--- config.mk ---
export PLATFORM = sky130hd
export DESIGN_NAME = pipeline_control
export DESIGN_NICKNAME = d
export VERILOG_FILES = /design/src/rtl/pipeline_control_pkg.sv /design/src/rtl/pipeline_fetch_fsm.sv /design/src/rtl/pipeline_control.sv
export SDC_FILE = /design/constraint.sdc
export NUM_CORES = 1
export LEC_CHECK = 0
export ABC_AREA = 0
export ABC_CLOCK_PERIOD_IN_PS = 2470
export CORE_AREA = 4 4 41 43
export CTS_CLUSTER_DIAMETER = 100
export DETAILED_ROUTE_END_ITERATION = 10
export DIE_AREA = 0 0 45 47
export PLACE_DENSITY = 0.45
export SLEW_MARGIN = 20
export SYNTH_ARGS = -nofsm -noshare
export SYNTH_HDL_FRONTEND = slang
export SYNTH_SLANG_ARGS = --single-unit
--- constraint.sdc ---
create_clock -name pipeline_clock_in -period 2.47 [get_ports pipeline_clock_in]
set_input_delay 0.3705 -clock pipeline_clock_in [delete_from_list [all_inputs] [get_ports pipeline_clock_in]]
set_output_delay 0.3705 -clock pipeline_clock_in [all_outputs]
set_load 0.01 [all_outputs]
--- src/rtl/pipeline_control_pkg.sv ---
// Shared types for the pipeline hazard/flow controller.
// IM_HALT is only present when PIPELINE_INVALID_INS_HALT_EN is defined.
package pipeline_control_pkg;

  localparam int unsigned STATE_W = 2;

  typedef enum logic [STATE_W-1:0] {
    IM_IDLE  = 2'd0,
    IM_FETCH = 2'd1
`ifdef PIPELINE_INVALID_INS_HALT_EN
    ,
    IM_HALT  = 2'd2
`endif
  } ins_mem_state_t;

endpackage

--- src/rtl/pipeline_fetch_fsm.sv ---
// Instruction-memory state machine: one flush cycle after reset, then fetch.
// With PIPELINE_INVALID_INS_HALT_EN, an unstalled illegal instruction parks it in IM_HALT.
module pipeline_fetch_fsm
  import pipeline_control_pkg::*;
(
  input  logic           i_clk,
  input  logic           i_rst_n,
`ifdef PIPELINE_INVALID_INS_HALT_EN
  input  logic           i_halt_req,
`endif
  output ins_mem_state_t o_state
);

  ins_mem_state_t r_state;
  ins_mem_state_t w_state_next;

  always_ff @(posedge i_clk or negedge i_rst_n) begin
    if (!i_rst_n) begin
      r_state <= IM_IDLE;
    end else begin
      r_state <= w_state_next;
    end
  end

  always_comb begin
    w_state_next = r_state;
    case (r_state)
      IM_IDLE:  w_state_next = IM_FETCH;
      IM_FETCH: begin
`ifdef PIPELINE_INVALID_INS_HALT_EN
        if (i_halt_req) w_state_next = IM_HALT;
`endif
      end
`ifdef PIPELINE_INVALID_INS_HALT_EN
      IM_HALT:  w_state_next = IM_HALT;
`endif
      default:  w_state_next = IM_IDLE;
    endcase
  end

  assign o_state = r_state;

endmodule

--- src/rtl/pipeline_control.sv ---
// Hazard and flow controller: per-stage load enables and flushes plus the fetch request.
// Optional halt-on-illegal-instruction behaviour via PIPELINE_INVALID_INS_HALT_EN.
module pipeline_control
  import pipeline_control_pkg::*;
(
  input  logic pipeline_clock_in,
  input  logic pipeline_reset_in,
  input  logic pipeline_bru_correction_flag_in,
  input  logic pipeline_check_correction_flag_in,
  input  logic pipeline_ins_mem_ready_in,
  output logic pipeline_ins_mem_valid_out,
  input  logic pipeline_data_mem_valid_in,
  input  logic pipeline_data_mem_ready_in,
  input  logic pipeline_invalid_ins_in,
  output logic pipeline_pc_if_set_out,
  output logic pipeline_if_dec_set_out,
  output logic pipeline_dec_reg_set_out,
  output logic pipeline_reg_ex_set_out,
  output logic pipeline_ex_wb_set_out,
  output logic pipeline_pc_if_clear_out,
  output logic pipeline_if_dec_clear_out,
  output logic pipeline_dec_reg_clear_out,
  output logic pipeline_reg_ex_clear_out,
  output logic pipeline_ex_wb_clear_out
);

  ins_mem_state_t w_state;
  logic           w_mem_stall;
  logic           w_fetch_ok;

  assign w_mem_stall = pipeline_data_mem_valid_in & ~pipeline_data_mem_ready_in;
  assign w_fetch_ok  = pipeline_ins_mem_ready_in;

`ifdef PIPELINE_INVALID_INS_HALT_EN
  logic w_halt_req;
  assign w_halt_req = pipeline_invalid_ins_in & ~w_mem_stall;
`endif

  pipeline_fetch_fsm u_fetch_fsm (
    .i_clk      (pipeline_clock_in),
    .i_rst_n    (pipeline_reset_in),
`ifdef PIPELINE_INVALID_INS_HALT_EN
    .i_halt_req (w_halt_req),
`endif
    .o_state    (w_state)
  );

  // Defaults are the reset/idle pattern: no loads, flush everything.
  always_comb begin
    pipeline_ins_mem_valid_out = 1'b0;
    pipeline_pc_if_set_out     = 1'b0;
    pipeline_if_dec_set_out    = 1'b0;
    pipeline_dec_reg_set_out   = 1'b0;
    pipeline_reg_ex_set_out    = 1'b0;
    pipeline_ex_wb_set_out     = 1'b0;
    pipeline_pc_if_clear_out   = 1'b1;
    pipeline_if_dec_clear_out  = 1'b1;
    pipeline_dec_reg_clear_out = 1'b1;
    pipeline_reg_ex_clear_out  = 1'b1;
    pipeline_ex_wb_clear_out   = 1'b1;

    if (pipeline_reset_in) begin
      case (w_state)
        IM_FETCH: begin
          pipeline_pc_if_clear_out = 1'b0;
          if (w_mem_stall) begin
            // Freeze every stage; only WB receives a bubble.
            pipeline_if_dec_clear_out  = 1'b0;
            pipeline_dec_reg_clear_out = 1'b0;
            pipeline_reg_ex_clear_out  = 1'b0;
            pipeline_ex_wb_clear_out   = 1'b1;
          end else begin
            pipeline_ins_mem_valid_out = 1'b1;
            pipeline_pc_if_set_out     = w_fetch_ok | pipeline_bru_correction_flag_in
                                         | pipeline_check_correction_flag_in;
            pipeline_if_dec_set_out    = 1'b1;
            pipeline_dec_reg_set_out   = 1'b1;
            pipeline_reg_ex_set_out    = 1'b1;
            pipeline_ex_wb_set_out     = 1'b1;
            pipeline_if_dec_clear_out  = pipeline_bru_correction_flag_in
                                         | pipeline_check_correction_flag_in | ~w_fetch_ok;
            pipeline_dec_reg_clear_out = pipeline_bru_correction_flag_in | pipeline_invalid_ins_in;
            pipeline_reg_ex_clear_out  = pipeline_bru_correction_flag_in;
            pipeline_ex_wb_clear_out   = 1'b0;
          end
        end
`ifdef PIPELINE_INVALID_INS_HALT_EN
        IM_HALT: begin
          pipeline_pc_if_clear_out = 1'b0;
          pipeline_ex_wb_clear_out = 1'b0;
        end
`endif
        default: ;
      endcase
    end
  end

endmodule

**Yosys cells after proc, flatten, opt, wreduce, memory -nomap -nowiden**

Index checks and enable logic that the tools add are counted.
W data, S select, Z words.

- Register bits after elaboration: 2
- ROM bits: 0
- Logic and storage cells: 32
- Bits of input ports: 8
- Memories kept: 0
- RAM bits: 0
- Bits in latches: 0
- Output and inout bits: 11

- Div/mod/pow operators: 0
- Multiply operators: 0
- Bitwise operators: 8
- Multiplexer cells: 21
- Order comparisons: 0
- Add/subtract/negate cells: 0
- Reductions and logical operators: 1
- Shifts and indexed selects: 0
- Equality and inequality tests: 1

Operators with widths:

| operator | number |
|---|---|
| $mux W1 | 20 |
| $or A1 B1 Y1 | 5 |
| $pmux W2 S2 | 1 |
| $eq A2 B1 Y1 const B | 1 |
| $logic_not A2 Y1 | 1 |
| $not A1 Y1 | 2 |
| $and A1 B1 Y1 | 1 |

**Depth between registers and ports, before layout**

Gate-level depths: netlist of run 1.

- Depth in word-level cells: 5
- Gate-level depth with buffers: 3
- Mapped depth without buffers: 2

**Cells and area by module**

From an unflattened synthesis of run 1, not the netlist that was laid out.

- Cells, all modules: 21
- Area total of the unflattened synthesis: 146.4 µm²

By module, submodules not included:

| module | cells an instance | area each (µm²) | sequential area each (µm²) | times used |
|---|---|---|---|---|
| pipeline_control | 17 | 106.4 | 0.0 | 1 |
| pipeline_fetch_fsm | 4 | 40.0 | 25.0 | 1 |

**Worst setup path after synthesis of run 1**

OpenSTA, ideal clock, no wires.

- Path kind: in2out
- Start: in pipeline_data_mem_valid_in
- End: out pipeline_ex_wb_set_out
- Arrival time: 1002 ps
- Path buffers: 1
- Path slack: 1098 ps
- Cell stages on the path: 3
- Data required time: 2099 ps
- Cell sequence: nor2b_2 > nor2_1 > buf_4

- Longest elaborated chain between the ends: 4

RTL lines:

| item | RTL line | source |
|---|---|---|
| start, declared | pipeline_control.sv:12 | `input logic pipeline_data_mem_valid_in,` |
| $and A1 B1 Y1 | pipeline_control.sv:31 | `assign w_mem_stall = pipeline_data_mem_valid_in & ~pipeline_data_mem_ready_in;` |
| $mux W1 (3 in series) | -- |  |
| end, declared | pipeline_control.sv:19 | `output logic pipeline_ex_wb_set_out,` |

No other way between the ends.

**Worst setup path after layout of run 1**

- Start: in pipeline_reset_in
- End: out pipeline_if_dec_set_out

- Longest elaborated chain between the ends: 1

RTL lines:

| item | RTL line | source |
|---|---|---|
| start, declared | pipeline_control.sv:7 | `input logic pipeline_reset_in,` |
| $mux W1 | pipeline_control.sv:62 | `if (pipeline_reset_in) begin` |
| end, declared | pipeline_control.sv:16 | `output logic pipeline_if_dec_set_out,` |

No other way between the ends.

==> results of run 1 <==
final timing paths:
kind                                             start                        to  slack, ps
max                                  pipeline_reset_in   pipeline_if_dec_set_out        230
min                                  pipeline_reset_in    u_fetch_fsm.o_state[0]        560
max in group asynchronous            pipeline_reset_in    u_fetch_fsm.o_state[0]       1770
min in group pipeline_clock_in  u_fetch_fsm.o_state[0]  pipeline_ex_wb_clear_out       1260
cell usage after synthesis (all sizes together):
library cell	n	share of area [%]
nand2b	1	4.7
nor3b	1	5.6
buf	4	22
conb	1	2.8
a21o	1	6.5
nand2	1	4.7
o21bai	2	11
nand3	1	3.7
nor2	2	5.6
nor3	2	7.5
dfrtp	1	19
nor2b	1	6.5
metrics by stage:
stage / util (%) / area (um2)
after CTS: 23.27 / 302.8
final: 23.27 / 302.8
after global routing: 23.27 / 302.8
after detailed placement: 23.27 / 302.8
after floorplan: - / 133.9
after global placement: 23.27 / 302.8
metal layers:
layer,track usage [%],vias up
li1,-,83
met1,3.837,72
met2,8.757,9
met3,0.3831,0
met4,0,0
met5,0,-
power by group through the flow:
stage,Clock [mW],Combinational (mW),Sequential (mW)
after floorplan,0,0.0184,0.0180
after global placement,0,0.0449,0.0180
after detailed placement,0,0.0456,0.0181
after CTS,0,0.0457,0.0181
after global routing,0,0.0482,0.0182
final,0,0.0447,0.0181
worst max-delay path: stages:
cell             delay, ps
clkdlybuf4s50_1        520
nand2_2                110
nor2_1                 260
clkdlybuf4s50_1        600
cell families after synthesis:
| group | synth area share (%) |
|---|---|
| AND/OR/NAND/NOR | 38.33 |
| buffers and inverters | 22.43 |
| AO/OA/AOI/OAI | 17.75 |
| flip-flops | 18.69 |
| other | 2.801 |
layout make-up:
cell class	count	share of cell area, %
Tap cell	15	6.198
Timing Repair Buffer	18	59.50
Multi-Input combinational cell	13	26.03
Sequential cell	1	8.264
==> flow_summary.yaml, run 1 <==
final_layout:
  nets: 42
  final_cells: 47
  antennaDiodeCount: 0
  drive_gt1_share_pct: 9.375
  fillCellCount: 158
  largest_reg_flops: 1
  layout_common_cells: "clkdlybuf4s50_1 (18), nor2_1 (2), o21bai_1 (2), nor3_1 (2)"
  syn2layout_area_growth_pct: 126.2
  multi_input_area_um2: 78.83
  layout_commonest_cell: "clkdlybuf4s50_1"
  regArea_um2: 25.02
run_status:
  status: "complete, no violations"
sta:
  final_max_slew_viol_count: 0
  whs_ps: 561.1
  setup_viol: 0
  period_minus_slack_ps: 2237
  hold_violations: 0
  finalSetupTns_ps: 0
  period_share_pct: 90.57
  fmax_mhz: 447.0
  grt_setup_unrepaired: "false"
  setup_ws_ps: 233.0
route:
  wl_met1_um: 147
  drt_iter0_markers: 0
  viasPerCell: 3.489
  drc: 0
  postRouteAntennaNets: 0
  num_vias: 164
  routed_wl_um: 448
  wl_per_cell_um: 9.532
  wl_met2_um: 251
  top_layer: "met3"
  dr.pass1.iters: 1
  wl_met3_um: 48
floorplan:
  die_y_um: 47
  num_rows: 13
  start_util_pct: 10.29
  io_pins: 19
  die_area_um2: 2115
  die_w_um: 45
  core_area_um2: 1301
clock_network:
  post_cts_resized: 0
  postCtsSetupRepairBufs: 0
  holdBufCountCts: 0
  cts.reportedPaths.clkPinSlew_ps: 0
yosys:
  synth.cell_area_um2: 133.9
  synth_cell_types: 12
  postSynthAreaPerCell_um2: 7.438
  ys_warn_count: 0
  yosys_register_bits: 1
  ys_seq_area_share_pct: 18.69
  syn_inst: 18
  syn-num-nets: 26
power:
  seqPwrFrac_pct: 28.8
  swShare_pct: 26.70
  p_int_mw: 0.04603
  combPwrFrac_pct: 71.2
  p_total_mw: 0.06280
  power.share.clock_pct: 0
  power_switching_mw: 0.01677
  power_density_nw_per_um2: 207.4
  vdd_drop_max_v: 0.0001011
  leakagePower_nw: 0.1169
placed_design:
  place.gp.congestion: 0.5437
  numPortBuffers: 18
  post-place-ws_ps: 201.4
  dpl.cell_count: 47
global_route:
  overflow: 0
  antenna_found_initial: 0
  grt_pass1_wl_um: 641
  grt_use_total_pct: 3.861
  grt_max_degree: 7
  grt_pass1_vias: 158
critical_path:
  critPathCaptureType: "primary output"
  worstPathMaxFanout: 6
  crit_path_start_kind: "input port"
  critPathRequiredTime_ps: 2100
  worstPathArrival_ps: 1870
  worst-setup-path-type: "input port to primary output"
job:
  maxCapViolCount: 0
hold_path:
  hold_class: "input port to async pin"
(Power assumes the default switching activity.)
==> inputs of run 2 (changes only) <==
--- a/config.mk
+++ b/config.mk
@@ -8,7 +8,6 @@
 export ABC_AREA = 0
 export ABC_CLOCK_PERIOD_IN_PS = 2470
 export CORE_AREA = 4 4 41 43
-export CTS_CLUSTER_DIAMETER = 100
 export DETAILED_ROUTE_END_ITERATION = 10
 export DIE_AREA = 0 0 45 47
 export PLACE_DENSITY = 0.45
==> results of run 2 <==
The final DEF is identical to that of run 1; final timing and power are the same.
==> inputs of run 3 (changes only) <==
==> constraint.sdc (replaced) <==
create_clock -name pipeline_clock_in -period 2.47 [get_ports pipeline_clock_in]
set_input_delay 0.247 -clock pipeline_clock_in [delete_from_list [all_inputs] [get_ports pipeline_clock_in]]
set_output_delay 0.247 -clock pipeline_clock_in [all_outputs]
set_load 0.01 [all_outputs]
==> results of run 3 <==
Same layout as run 1 (identical final DEF). Status: complete, no violations.
Main changes from that run: setup slack after placement 201.4 ps -> 448.4 ps; setup slack after layout 233.0 ps -> 480.0 ps; hold slack 561.1 ps -> 437.6 ps
